File: src/rtl/picorv32_bus_arbiter.sv
`default_nettype none
// ============================================================================
// Module   : picorv32_bus_arbiter
// Brief    : Two-master arbiter for the PicoRV32 native memory bus in front of
//            a TCM port. Master 0 is the core and master 1 is a loader/debug
//            bus. One master is granted per transaction, and the grant is held
//            until the slave completes. Arbitration takes one registered cycle.
//            After every transaction the arbiter passes through IDLE again.
// Config   : ARB_ROUND_ROBIN_EN - when defined, simultaneous requests are
//            granted round-robin. Otherwise master 0 has fixed priority.
// Revision : 1.0 - initial release
// ============================================================================
module picorv32_bus_arbiter #(
    parameter int ADDR_WIDTH = 8
) (
    input  logic                  clock,
    input  logic                  reset_n,
    // master 0 (core)
    input  logic                  m0_valid,
    output logic                  m0_ready,
    input  logic [ADDR_WIDTH-1:0] m0_addr,
    input  logic [31:0]           m0_wdata,
    input  logic [3:0]            m0_wstrb,
    output logic [31:0]           m0_rdata,
    // master 1 (loader / debug)
    input  logic                  m1_valid,
    output logic                  m1_ready,
    input  logic [ADDR_WIDTH-1:0] m1_addr,
    input  logic [31:0]           m1_wdata,
    input  logic [3:0]            m1_wstrb,
    output logic [31:0]           m1_rdata,
    // slave (TCM)
    output logic                  s_valid,
    input  logic                  s_ready,
    output logic [ADDR_WIDTH-1:0] s_addr,
    output logic [31:0]           s_wdata,
    output logic [3:0]            s_wstrb,
    input  logic [31:0]           s_rdata
);

`ifdef ARB_ROUND_ROBIN_EN
    localparam logic RR_EN = 1'b1;
`else
    localparam logic RR_EN = 1'b0;
`endif

    typedef enum logic [0:0] {
        IDLE = 1'b0,
        BUSY = 1'b1
    } state_t;

    state_t state;
    state_t state_next;
    logic   owner;
    logic   owner_next;
    logic   last_owner;
    logic   last_owner_next;
    logic   winner;
    logic   own_valid;

    // State, grant owner and round-robin history registers
    always_ff @(posedge clock or negedge reset_n) begin
        if (!reset_n) begin
            state      <= IDLE;
            owner      <= 1'b0;
            last_owner <= 1'b1;
        end else begin
            state      <= state_next;
            owner      <= owner_next;
            last_owner <= last_owner_next;
        end
    end

    // Winner select: a lone requester always wins. On a tie, the fixed-priority
    // build masks the history bit to zero, so master 0 wins.
    always_comb begin
        winner = 1'b0;
        if (m0_valid && m1_valid) begin
            winner = RR_EN & ~last_owner;
        end else if (m1_valid) begin
            winner = 1'b1;
        end
    end

    // Next-state logic. Leave BUSY on completion, which updates history, or
    // when the owner withdraws its request, which does not update history.
    always_comb begin
        state_next      = state;
        owner_next      = owner;
        last_owner_next = last_owner;
        case (state)
            IDLE: begin
                if (m0_valid || m1_valid) begin
                    owner_next = winner;
                    state_next = BUSY;
                end
            end
            BUSY: begin
                if (!own_valid) begin
                    state_next = IDLE;
                end else if (s_ready) begin
                    state_next      = IDLE;
                    last_owner_next = owner;
                end
            end
            default: state_next = IDLE;
        endcase
    end

    // Slave-side mux follows the owner register. s_valid never depends on s_ready.
    always_comb begin
        own_valid = owner ? m1_valid : m0_valid;
        s_valid   = (state == BUSY) && own_valid;
        s_addr    = owner ? m1_addr  : m0_addr;
        s_wdata   = owner ? m1_wdata : m0_wdata;
        // Strobes are forced low while reset is held so that no write can leak out.
        s_wstrb   = reset_n ? (owner ? m1_wstrb : m0_wstrb) : 4'h0;
    end

    // Only the granted master sees the completion. Read data is shared.
    always_comb begin
        m0_ready = (state == BUSY) && !owner && s_ready;
        m1_ready = (state == BUSY) &&  owner && s_ready;
        m0_rdata = s_rdata;
        m1_rdata = s_rdata;
    end

endmodule
`default_nettype wire

File: config.mk
export PLATFORM = sky130hd
export DESIGN_NAME = picorv32_bus_arbiter
export DESIGN_NICKNAME = d
export VERILOG_FILES = /design/src/rtl/picorv32_bus_arbiter.sv
export SDC_FILE = /design/constraint.sdc
export NUM_CORES = 1
export LEC_CHECK = 0
export BUFFER_PORTS_ARGS = -buffer_cell sky130_fd_sc_hd__buf_2
export CORE_AREA = 2 2 93 95
export DETAILED_ROUTE_END_ITERATION = 6
export DIE_AREA = 0 0 95 97
export SLEW_MARGIN = 10
export SYNTH_ARGS = -nofsm -noshare
export SYNTH_HDL_FRONTEND = slang
export SYNTH_SLANG_ARGS = --single-unit
export TNS_END_PERCENT = 50
File: constraint.sdc
create_clock -name clock -period 1.6 [get_ports clock]
set_clock_uncertainty 0.15 [all_clocks]
set_input_delay 0.32 -clock clock [delete_from_list [all_inputs] [get_ports clock]]
set_output_delay 0.32 -clock clock [all_outputs]
set_load 0.05 [all_outputs]
==> results of run 1 <==
==> sequential cells by signal (all words and copies together), names as in the netlist <==
| signal | count |
|---|---|
| state | 1 |
| owner | 1 |
==> layer usage <==
layer | vias up | global-route usage (%) | share of wire (%) | wire (um)
met1 | 508 | 4.96 | 32 | 1190
met4 | 0 | 3.34 | 2.0 | 72
met3 | 17 | 1.64 | 12 | 440
met5 | - | 0 | 0 | 0
li1 | 524 | - | - | -
met2 | 91 | 12.6 | 54 | 1960
==> repair_timing <==
item,in CTS,in global routing
hold buffers,1,0
buffers inserted,0,0
cloned,0,1
setup endpoints to repair,47,47
endpoints found under the hold margin,2,0
resized for setup,86,22
==> power by group through the flow <==
stage               clock network [mW]  registers (mW)  logic [mW]
finish                           0.212          0.0895        2.36
global route                     0.227          0.0935        2.46
CTS                              0.219          0.0820        2.21
detailed placement                   0          0.0826        1.88
global placement                     0          0.0817        1.87
floorplan                            0          0.0761        1.96
==> cell usage in the layout (no fill, tap or decap), drive strengths merged <==
master,n
a2bb2oi,1
and3,1
buf,141
clkbuf,5
dfrtp,2
dlygate4sd3,1
inv,1
mux2,40
mux2i,5
nand2,1
nor2,3
nor2b,5
o22ai,1
==> worst reg2reg max path: cells and delay by family, from the launching register on <==
family / cells / cell delay [ns]
muxes: 1 / 0.25
DFF: 1 / 0.41
AOI/OAI and AO/OA: 1 / 0.10
buffers and inverters: 1 / 0.23
==> area by class of cell <==
class / instances / area, sq um / area share, %
clock buffers: 4 / 45.0 / 2.28
flip-flops and latches: 2 / 51.3 / 2.60
multi-input cells: 57 / 714 / 36.2
inverters: 1 / 3.75 / 0.190
well taps: 105 / 131 / 6.65
repair buffers: 143 / 1030 / 52.1
==> stage by stage <==
step / setup TNS (ns) / cells / hold slack, ns / total power [mW] / util, %
global route: -11.91 / 312 / 0.170 / 2.78 / 24.3
detailed placement: -1.88 / 306 / 0.0219 / 1.96 / 19.0
CTS: -10.44 / 311 / 0.151 / 2.51 / 23.0
floorplan: -0.571 / 129 / -0.126 / 2.04 / -
finish: -9.55 / 312 / 0.155 / 2.66 / 24.3
global placement: -1.20 / 306 / 0.0199 / 1.95 / 19.0
==> final timing paths <==
kind                           from   endpoint  slack [ns]  depth (start not counted)
hold reg to reg               state      state        0.38                          1
min in group asynchronous   reset_n      owner        0.40                          2
setup / recovery              owner  s_addr[4]       -0.25                          3
hold / removal             m0_valid      owner        0.16                          2
max in group asynchronous   reset_n      owner        0.74                          2
setup reg to reg              owner      state        0.32                          3
==> logic make-up (layout without fill, tap and decap cells) <==
family,after synthesis,in the layout
AO/OA/AOI/OAI,2,2
AND/OR/NAND/NOR,10,10
flip-flops,2,2
multiplexers,45,45
buffers and inverters,70,148
==> cells in the mapped netlist <==
library cell,count
a2bb2oi_1,1
and3_1,1
buf_2,2
buf_4,64
buf_6,3
dfrtp_1,2
inv_1,1
mux2_2,23
mux2_4,17
mux2i_1,5
nand2_1,1
nor2_1,3
nor2b_1,5
o22ai_1,1
==> results.py, run 1 <==
metrics = {
    "power": {
        "p_sw_share_pct": 52.7,
        "p_int_mw": 1.26,
        "comb_power_share_pct": 88.7,
        "seqPwrFrac_pct": 3.4,
        "vdd_drop_max_mv": 0.280,
        "power.density_mw_per_mm2": 1350,
        "power_switching_mw": 1.40,
        "leakagePower_nw": 1.09,
        "p_clk_share_pct": 8.0,
    },
    "clock_tree": {
        "clock-sinks": 2,
        "clockBufferDepth": 2,
        "htreeDepth": 1,
        "clock_latency_ns": 0.21,
        "clock-root-buffer": "clkbuf_8",
        "cts_made_buffers": 3,
        "cts.reportedPaths.clkPinSlew_ns": 0.03,
        "cts_tree": "built",
    },
    "grt": {
        "grt_usage_pct": 6.14,
        "grt_pass1_vias": 1090,
        "antenna_found_initial": 0,
        "grt_pass1_wl_um": 4490,
        "grt_max_degree": 42,
        "grt_overflow": 0,
    },
    "place": {
        "gp_routability_congestion": 0.681,
        "pre_cts_ws_ns": -0.0740,
        "place_area_sq_mm": 0.00155,
        "dp_hpwl_um": 2590,
        "io_buffers": 139,
    },
    "timing": {
        "setup_viol": 47,
        "maxSlewHeadroom_pct": 87.9,
        "rsz0062_at_grt": "true",
        "worstMarginPinSlew_ns": 0.176,
        "drv_slew": 0,
        "hold_violations": 0,
        "fin_crit_ns": 1.85,
        "clock.fmax_mhz": 541,
        "setup_ws_ns": -0.250,
        "post-route-period-util_pct": 116,
    },
    "logic_synthesis": {
        "yosys.area_share.simple_pct": 4.34,
        "yosys.area.top_type_share_pct": 39.7,
        "seq_area_frac_synth_pct": 4.14,
        "yosysWarnings": 0,
        "synth_area_sq_mm": 0.00121,
        "syn_inst": 129,
        "synthDistinctLibCells": 14,
        "synth_area_leader_cell": "buf_4",
        "synth_adder_area_share_pct": 0,
        "synth_xor_area_share_pct": 0,
        "synth_mux_area_share_pct": 46.6,
        "synth-seq-cells": 2,
        "ys_top_cells_by_area": "buf_4 40%, mux2_2 21%, mux2_4 21%",
        "synth_top_family_by_area": "multiplexers",
        "syn_area_per_cell_sq_um": 9.38,
        "synth_compound_area_share_pct": 1.24,
        "synth_nets": 254,
    },
    "worst_setup_path": {
        "critPathRequiredTime_ns": 1.13,
        "slowest_delay_ns": 0.41,
        "startpoint_type": "flip-flop",
        "cpLargestDelayFamily": "flip-flops",
        "cp.buffers_inverters": 2,
        "cp_max_fo": 20,
        "arrival_ns": 1.38,
        "path_class": "flip-flop to output port",
        "crit_chain": "clkbuf_16 > mux2_2 > buf_6",
        "cp_slowest_cell": "dfrtp_2",
        "endpoint_kind": "output port",
    },
    "floorplanning": {
        "initial_core_util_pct": 14.9,
        "dieArea_sq_mm": 0.00922,
        "num_rows": 33,
        "core_area_sq_mm": 0.00813,
        "die_width_um": 95,
        "die_y_um": 97,
        "io_pins": 236,
    },
    "routing": {
        "drtIter0Drc": 12,
        "drc": 0,
        "first_pass_iters": 4,
        "wl_um": 3660,
        "vias_per_cell": 3.65,
        "postRouteAntennaNets": 0,
        "avgRoutedWirePerCell_um": 11.7,
        "num_vias": 1140,
    },
    "finish": {
        "areaGrowthSynthToFinish_pct": 63.3,
        "filler_cell_count": 861,
        "diodes": 0,
        "drive_gt1_share_pct": 91.3,
        "final_nets": 333,
        "stdcell_area_sq_mm": 0.00198,
    },
    "run_status": {
        "status": "complete, but fails checks",
        "violations": "setup timing",
    },
    "hold_path": {
        "hold_path.class": "input pin to flip-flop",
    },
    "run": {
        "cap_viol_max_count": 0,
    },
}
Power figures use the tool's default switching activity.
==> run 2: changes to the inputs <==
- CAP_MARGIN: default -> 20
- REMOVE_ABC_BUFFERS: default -> 1
==> run 2 against run 1 <==
- the flow still finishes with violations (setup timing)
- clock-buffer cell count did not move
- register-to-register slack got worse by 0.06 ns
- design area up 6.6%
- core utilization rose by 1.6 points
- sequential power up 6.0%
- non-clock buffer count is 4 higher
- worst hold slack gained 0.061 ns
- first-iteration DRC count increased by 100%
- highest routed layer unchanged
- global-route usage up 11 points
==> results.py, run 2 (same netlist as run 1, synthesis figures left out) <==
metrics = {
    "timing": {
        "hold_violations": 0,
        "finalSetupTns_ns": -10.25,
        "maxSlewHeadroom_pct": 89.2,
        "setup_viol": 47,
        "drv_slew": 0,
        "setup_ws_ns": -0.300,
        "rsz0062_at_grt": "true",
        "clock.fmax_mhz": 526,
        "worstMarginPinSlew_ns": 0.159,
        "post-route-period-util_pct": 119,
        "fin_crit_ns": 1.90,
    },
    "worst_setup_path": {
        "cp_max_fo": 7,
        "startpoint_type": "flip-flop",
        "cp.depth": 4,
        "arrival_ns": 1.43,
        "rr_worst_depth": 4,
        "crit_chain": "buf_12 > buf_16 > mux2_4 > buf_8",
        "slowest_delay_ns": 0.45,
        "path_class": "flip-flop to output port",
        "critPathRequiredTime_ns": 1.13,
        "cp.buffers_inverters": 3,
        "endpoint_kind": "output port",
        "cp_slowest_cell": "dfrtp_2",
        "cpLargestDelayFamily": "flip-flops",
    },
    "floorplanning": {
        "die_width_um": 95,
        "num_rows": 33,
        "dieArea_sq_mm": 0.00922,
        "initial_core_util_pct": 14.9,
        "io_pins": 236,
        "core_area_sq_mm": 0.00813,
        "die_y_um": 97,
    },
    "clock_tree": {
        "clock_latency_ns": 0.22,
        "cts_tree": "built",
        "clockBufferDepth": 2,
        "cts_made_buffers": 3,
        "htreeDepth": 1,
        "clock-sinks": 2,
        "cts.reportedPaths.clkPinSlew_ns": 0.03,
        "clock-root-buffer": "clkbuf_8",
    },
    "routing": {
        "first_pass_iters": 4,
        "drc": 0,
        "avgRoutedWirePerCell_um": 26.0,
        "num_vias": 1304,
        "vias_per_cell": 4.13,
        "postRouteAntennaNets": 0,
        "wl_um": 8200,
        "drtIter0Drc": 24,
    },
    "grt": {
        "grt_max_degree": 16,
        "grt_usage_pct": 16.7,
        "antenna_found_initial": 0,
        "grt_pass1_vias": 1377,
        "grt_overflow": 0,
        "grt_pass1_wl_um": 10400,
    },
    "power": {
        "vdd_drop_max_mv": 0.616,
        "power.density_mw_per_mm2": 1390,
        "leakagePower_nw": 1.13,
        "p_total_mw": 2.93,
    },
    "finish": {
        "drive_gt1_share_pct": 92.4,
        "final_cell_mix": "92 x buf_2, 43 x buf_6, 36 x mux2_4",
        "areaGrowthSynthToFinish_pct": 74.0,
        "instances_no_fill": 316,
        "final_common_cell": "buf_2",
        "filler_cell_count": 879,
        "top_regs": "owner (1), state (1)",
        "diodes": 0,
        "stdcell_area_sq_mm": 0.00211,
        "final_nets": 337,
    },
    "run": {
        "cap_viol_max_count": 0,
    },
    "place": {
        "pre_cts_ws_ns": -0.102,
        "gp_routability_congestion": 0.804,
        "io_buffers": 139,
        "place_area_sq_mm": 0.00155,
        "dp_hpwl_um": 6850,
        "dp.cells": 306,
    },
    "hold_path": {
        "hold_path.class": "input pin to flip-flop",
        "hold_depth": 2,
    },
    "run_status": {
        "status": "complete, but fails checks",
        "violations": "setup timing",
    },
}
## run 2: per-layer routing
| metal | routed length, um | share of wire [%] | track usage (%) |
|---|---|---|---|
| met5 | 0 | 0 | 1.79 |
| met4 | 60 | 0.73 | 1.78 |
| met3 | 2000 | 24 | 17.8 |
| met2 | 3740 | 46 | 26.5 |
| met1 | 2400 | 29 | 15.0 |
## run 2: cell type report
type	instances	area, sq um	share of cell area (%)
clock buffers	4	45.0	2.14
inverters	1	3.75	0.178
multi-input cells	57	734	34.9
flip-flops and latches	2	51.3	2.44
well taps	105	131	6.24
repair buffers	147	1140	54.1
## run 2: power breakdown
group / internal, mW / switching [mW] / leakage, nW
clock: 0.169 / 0.0441 / 0.0228
sequential: 0.0666 / 0.0283 / 0.0225
combinational: 1.19 / 1.43 / 1.08
total: 1.43 / 1.50 / 1.13
## run 2: path summary, 6_finish.rpt
kind | slack [ns] | startpoint | to
setup / recovery | -0.30 | owner | s_wdata[5]
hold / removal | 0.22 | s_ready | state
setup reg to reg | 0.26 | owner | state
hold reg to reg | 0.41 | state | state
max in group asynchronous | 0.81 | reset_n | owner
min in group asynchronous | 0.33 | reset_n | owner
## run 2: timing repair
action                                  4_1_cts  5_1_grt
endpoints found under the setup margin       47       47
cloned                                        3        0
pin swaps                                     1        0
hold buffers                                  1        0
gates resized for setup                     115       14
endpoints found under the hold margin         2        0
setup buffers                                 3        1
## run 2: worst register-to-register path: cells and delay by family (launching register included)
kind                   cells  cell delay (ns)
AOI/OAI and AO/OA          1             0.10
muxes                      1             0.25
DFF                        1             0.43
buffers and inverters      2             0.28
## run 2: through the flow
stage	hold slack [ns]	utilization (%)
CTS	0.173	25.7
global route	0.212	25.9
finish	0.217	25.9
floorplan	-0.126	-
detailed placement	-0.0110	19.1
global placement	-0.0130	19.1
